<file path="src/rtl/inst_fetch.sv">
`default_nettype none
// ============================================================================
//  Module      : inst_fetch
//  Description : Instruction fetch front end. Issues word-aligned fetch
//                requests under a two-slot credit scheme, buffers returned
//                words in a 2-entry in-order queue with their PCs, and
//                supports a single-cycle redirect that flushes the queue and
//                discards every response still in flight.
//  Revision    : 1.0 - initial release
// ----------------------------------------------------------------------------
//  Ports
//    clk            in   1  clock, rising edge
//    rst            in   1  asynchronous active-high reset
//    imem_req_valid out  1  fetch request valid
//    imem_req_addr  out 32  word-aligned fetch address
//    imem_req_ready in   1  memory accepts the request
//    imem_rsp_valid in   1  instruction word returned (in request order)
//    imem_rsp_data  in  32  returned instruction word
//    redirect_valid in   1  change the fetch stream this cycle
//    redirect_pc    in  32  new fetch address (bits [1:0] ignored)
//    inst_valid     out  1  instruction available to decode
//    inst           out 32  instruction word (0 when nothing buffered)
//    inst_pc        out 32  address of inst (0 when nothing buffered)
//    inst_ready     in   1  decode consumes inst this cycle
// ============================================================================
module inst_fetch #(
  parameter logic [31:0] RESET_PC = 32'h0000_0000
) (
  input  logic        clk,
  input  logic        rst,
  output logic        imem_req_valid,
  output logic [31:0] imem_req_addr,
  input  logic        imem_req_ready,
  input  logic        imem_rsp_valid,
  input  logic [31:0] imem_rsp_data,
  input  logic        redirect_valid,
  input  logic [31:0] redirect_pc,
  output logic        inst_valid,
  output logic [31:0] inst,
  output logic [31:0] inst_pc,
  input  logic        inst_ready
);

  localparam logic [31:0] C_ALIGN_MASK = 32'hFFFF_FFFC;
  localparam logic [31:0] C_PC_STEP    = 32'd4;
  localparam logic [2:0]  C_DEPTH      = 3'd2;

  // PCs are kept word-aligned in the registers themselves.
  logic [31:0] r_fetch_pc, r_head_pc;
  logic [31:0] r_buf0, r_buf1;      // r_buf0 is always the head entry
  logic [1:0]  r_count, r_outstanding, r_drop;

  logic [31:0] w_fetch_pc_nxt, w_head_pc_nxt;
  logic [31:0] w_buf0_nxt, w_buf1_nxt;
  logic [1:0]  w_count_nxt, w_outstanding_nxt, w_drop_nxt;

  logic        w_credit_ok;
  logic        w_req_fire, w_rsp_fire, w_push, w_pop;
  logic [31:0] w_redirect_pc;

  // Buffered plus in-flight words never exceed the buffer depth, so a
  // response can always be pushed without checking for space.
  assign w_credit_ok    = ({1'b0, r_outstanding} + {1'b0, r_count}) < C_DEPTH;
  assign imem_req_valid = w_credit_ok && !redirect_valid && !rst;
  assign imem_req_addr  = r_fetch_pc;

  assign w_req_fire    = imem_req_valid && imem_req_ready;
  // A response with nothing outstanding is stray and has no effect.
  assign w_rsp_fire    = imem_rsp_valid && (r_outstanding != 2'd0);
  assign w_push        = w_rsp_fire && (r_drop == 2'd0);
  assign w_pop         = inst_valid && inst_ready;
  assign w_redirect_pc = redirect_pc & C_ALIGN_MASK;

  assign inst_valid = (r_count != 2'd0);
  assign inst       = inst_valid ? r_buf0    : 32'd0;
  assign inst_pc    = inst_valid ? r_head_pc : 32'd0;

  always_comb begin
    w_fetch_pc_nxt    = r_fetch_pc;
    w_head_pc_nxt     = r_head_pc;
    w_buf0_nxt        = r_buf0;
    w_buf1_nxt        = r_buf1;
    w_count_nxt       = r_count;
    w_outstanding_nxt = r_outstanding;
    w_drop_nxt        = r_drop;

    if (redirect_valid) begin
      // No request can fire this cycle; any response is thrown away and
      // everything still in flight afterwards must be discarded on return.
      w_count_nxt       = 2'd0;
      w_fetch_pc_nxt    = w_redirect_pc;
      w_head_pc_nxt     = w_redirect_pc;
      w_outstanding_nxt = r_outstanding - {1'b0, w_rsp_fire};
      w_drop_nxt        = w_outstanding_nxt;
    end else begin
      if (w_req_fire) begin
        w_fetch_pc_nxt = r_fetch_pc + C_PC_STEP;
      end
      if (w_pop) begin
        w_head_pc_nxt = r_head_pc + C_PC_STEP;
      end
      w_outstanding_nxt = r_outstanding + {1'b0, w_req_fire} - {1'b0, w_rsp_fire};
      if (w_rsp_fire && (r_drop != 2'd0)) begin
        w_drop_nxt = r_drop - 2'd1;
      end

      case ({w_push, w_pop})
        2'b10: begin
          if (r_count == 2'd0) begin
            w_buf0_nxt = imem_rsp_data;
          end else begin
            w_buf1_nxt = imem_rsp_data;
          end
          w_count_nxt = r_count + 2'd1;
        end
        2'b01: begin
          w_buf0_nxt  = r_buf1;
          w_count_nxt = r_count - 2'd1;
        end
        2'b11: begin
          // Count is unchanged; the new word lands behind whatever remains.
          if (r_count == 2'd1) begin
            w_buf0_nxt = imem_rsp_data;
          end else begin
            w_buf0_nxt = r_buf1;
            w_buf1_nxt = imem_rsp_data;
          end
        end
        default: begin
        end
      endcase
    end
  end

  always_ff @(posedge clk or posedge rst) begin
    if (rst) begin
      r_fetch_pc    <= RESET_PC & C_ALIGN_MASK;
      r_head_pc     <= RESET_PC & C_ALIGN_MASK;
      r_buf0        <= 32'd0;
      r_buf1        <= 32'd0;
      r_count       <= 2'd0;
      r_outstanding <= 2'd0;
      r_drop        <= 2'd0;
    end else begin
      r_fetch_pc    <= w_fetch_pc_nxt;
      r_head_pc     <= w_head_pc_nxt;
      r_buf0        <= w_buf0_nxt;
      r_buf1        <= w_buf1_nxt;
      r_count       <= w_count_nxt;
      r_outstanding <= w_outstanding_nxt;
      r_drop        <= w_drop_nxt;
    end
  end

endmodule
`default_nettype wire

</file>
<file path="config.mk">
export PLATFORM = sky130hd
export DESIGN_NAME = inst_fetch
export DESIGN_NICKNAME = d
export VERILOG_FILES = /design/src/rtl/inst_fetch.sv
export SDC_FILE = /design/constraint.sdc
export NUM_CORES = 1
export LEC_CHECK = 0
export CAP_MARGIN = 20
export CORE_UTILIZATION = 25
export DETAILED_ROUTE_END_ITERATION = 8
export GPL_ROUTABILITY_DRIVEN = 0
export PLACE_DENSITY = 0.5
export SYNTH_ARGS = -nofsm -noshare
export SYNTH_HDL_FRONTEND = slang
export SYNTH_SLANG_ARGS = --single-unit
</file>
<file path="constraint.sdc">
create_clock -name clk -period 12.3 [get_ports clk]
set_input_delay 2.46 -clock clk [delete_from_list [all_inputs] [get_ports clk]]
set_output_delay 2.46 -clock clk [all_outputs]
set_load 0.02 [all_outputs]
</file>
==> out/qor.txt <==
Status: finished clean
Pre-antenna DRT Iters: 4
Reg2reg start: r_count[1]
Total vias in the final route: 5,784
Antenna-violating nets left: 0
Die Area: 0.0287 sq mm
Initial antenna violation count: 0
Final worst path period need: 6650 ps
Synth area leader: dfrtp_1
Compound-cell area share of the yosys netlist: 10.5%
Synth-to-layout area growth: 36.7%
VDD IR max: 0.0953 mV
Post-place setup slack: 5650 ps
Port Buffers: 161
CTS tree: built
Setup TNS: 0 ps
Synth cell types: 55
Max-cap viol count: 0
Die width: 169 um
Setup ws final: 5650 ps
Worst setup SP type: input pin
Crit path kind: input pin to output pin
Crit end category: output pin
Leak: 3.93 nW
First-pass GRT wire length: 32.7 mm
Sequential share of power: 31.4%
Share of layout cells above drive strength 1: 10.4%
Mux cell area share after synthesis: 10.5%
Combinational group share of total power: 44.3%
Largest family of logic cells by synthesized area: simple AND/OR/NAND/NOR gates
Cts repair resizes: 0
Final core utilization: 35.2%
Clock skew: 10.9 ps
Cell row count: 60
# IOs: 168
Mapped Cells: 711
Async SR Flop Fraction: 100%
Mapped Avg Cell Area: 9.84 sq um
Crit-path max FO: 3
Hold Worst Slack: 503 ps
Postcts setup bufs: 0
Simple-Gate Fraction of Synth Area: 22.8%
Htree depth: 4
DR WL/cell: 16.8 um
Maximum clock frequency: 150 MHz
# fillers: 2,827
Final Routed Wirelength: 20.9 mm
Clock transition at the registers of the reported paths: 60 ps
Antenna Diode Count: 0
# clock sinks: 130
Most frequent cell after synthesis: dfrtp_1
# setup viols final: 0
Required @ worst endpoint: 9840 ps
Mapped cell area: 0.00700 sq mm
Overflow after GRT: 0
Crit. Startpoint: rst
Final slew viol count: 0
Register area share after synthesis: 46.5%
RSZ-0062 raised after global routing: false
HPWL Detailed: 14.6 mm
WP data arrival: 4190 ps
Clock Latency Late Sink: 420 ps
Vias in the first global route: 5,742
Final hold vios: 0
Clock power frac: 24.3%
DR iter-0 viols: 261
Hold Path Class: register to register
DR vias/cell: 4.63
Hold Startpoint: r_buf1[2]
Sw power: 781 uW
Hold buffers post-CTS: 0
Core area: 0.0272 sq mm
Synth top cells by count: dfrtp_1, nor2b_1, nor2_1, nand2_1, a21oi_1
Switching part of the total: 38.5%
Number of synthesized register bits: 130
Clock root cell: clkbuf_16
Largest net degree at the start of global routing: 68
PD cells: 212 mW/mm^2
Synth warn: 0
Final net count: 942
Initial Utilization: 25.7%
Tcrit/Tclk final: 54.1%
Synth Area in Adders: 1.72%
Overall global routing resource usage: 14.9%
Cts bufs inserted: 17
Largest cells by area after synthesis: dfrtp_1, nor2b_1, mux2_2
Number of synthesized flops with an enable pin: 0
Die H: 169 um
Yosys top cell area share: 46.5%
Synth Flop Type: dfrtp_1
Xor and xnor area share after synthesis: 4.38%
Relative slew slack: 34.3%
Longest Clk Path Bufs: 2
DRC errors left: 0
Worst-Margin Slew: 984 ps
Internal power: 1.25 mW
cell usage in the layout, fill, tap and decap left out, types with 9 or more instances in the layout:
master and instances:
nor2_1 61, a21oi_1 44, nor2b_1 63, buf_4 9, clkbuf_16 17, dfrtp_1 130
nand2_1 52, xnor2_1 16, and3_1 9, o311ai_0 10, o211ai_1 15, mux2_2 34
nand4_1 21, clkdlybuf4s50_1 160, mux2i_1 35, xor2_1 19, o21ai_0 36, nand3_1 28
inv_1 19
state kept, by name, indices dropped and copies added, names as in the netlist:
name           cells
imem_req_addr     30
r_buf0            32
r_buf1            32
r_count            2
r_drop             2
r_head_pc         30
r_outstanding      2
layout make-up:
| class | instances | area, sq um | share of cell area (%) |
|---|---|---|---|
| well taps | 372 | 465 | 4.87 |
| multi-input cells | 524 | 3520 | 36.8 |
| clock buffers | 18 | 439 | 4.59 |
| inverters | 20 | 80.1 | 0.837 |
| clock inverters | 14 | 131 | 1.37 |
| flip-flops and latches | 130 | 3250 | 34.0 |
| repair buffers | 170 | 1670 | 17.5 |
per-layer routing:
metal  GRT usage [%]  up-vias  part of all wire, %  routed length [um]
met3            3.17       16                  3.5                 734
li1                -     2821                    -                   -
met1            19.7     2837                   47                9880
met5               0        -                    0                   0
met4            4.70        0                  1.6                 338
met2            24.2      110                   48                9960
power by group through the flow:
stage	clock (mW)	sequential [mW]	combinational (mW)
floorplan	0	0.640	0.532
global placement	0	0.641	0.910
detailed placement	0	0.643	0.914
CTS	0.508	0.637	0.917
global route	0.525	0.655	0.978
finish	0.492	0.637	0.897
path summary, 6_finish.rpt:
kind / end / slack (ps) / cells after the start
worst max-delay path: imem_req_valid / 5650 / 3
max in group asynchronous: r_buf1[14] / 8280 / 3
worst min register to register: r_buf1[2] / 500 / 1
worst max register to register: r_head_pc[28] / 9330 / 8
worst min-delay path: r_buf1[2] / 500 / 1
min in group asynchronous: r_outstanding[0] / 2690 / 2
critical path: stages:
cell and delay, ps:
clkdlybuf4s50_1 580, nor4_2 440, clkdlybuf4s50_1 710
per-stage QoR:
| step | cell area, sq um | cells | power, mW |
|---|---|---|---|
| floorplan | 7010 | 714 | 1.17 |
| global placement | 8990 | 1216 | 1.55 |
| detailed placement | 8990 | 1216 | 1.56 |
| CTS | 9560 | 1248 | 2.06 |
| global route | 9560 | 1248 | 2.16 |
| finish | 9560 | 1248 | 2.03 |
logic make-up after synthesis:
logic type,Yosys count
XOR/XNOR,35
AND/OR/NAND/NOR,285
adder cells (fa/ha/maj),9
other,1
flip-flops,130
AO/OA/AOI/OAI,122
multiplexers,69
buffers and inverters,60
Power figures use the tool's default switching activity.
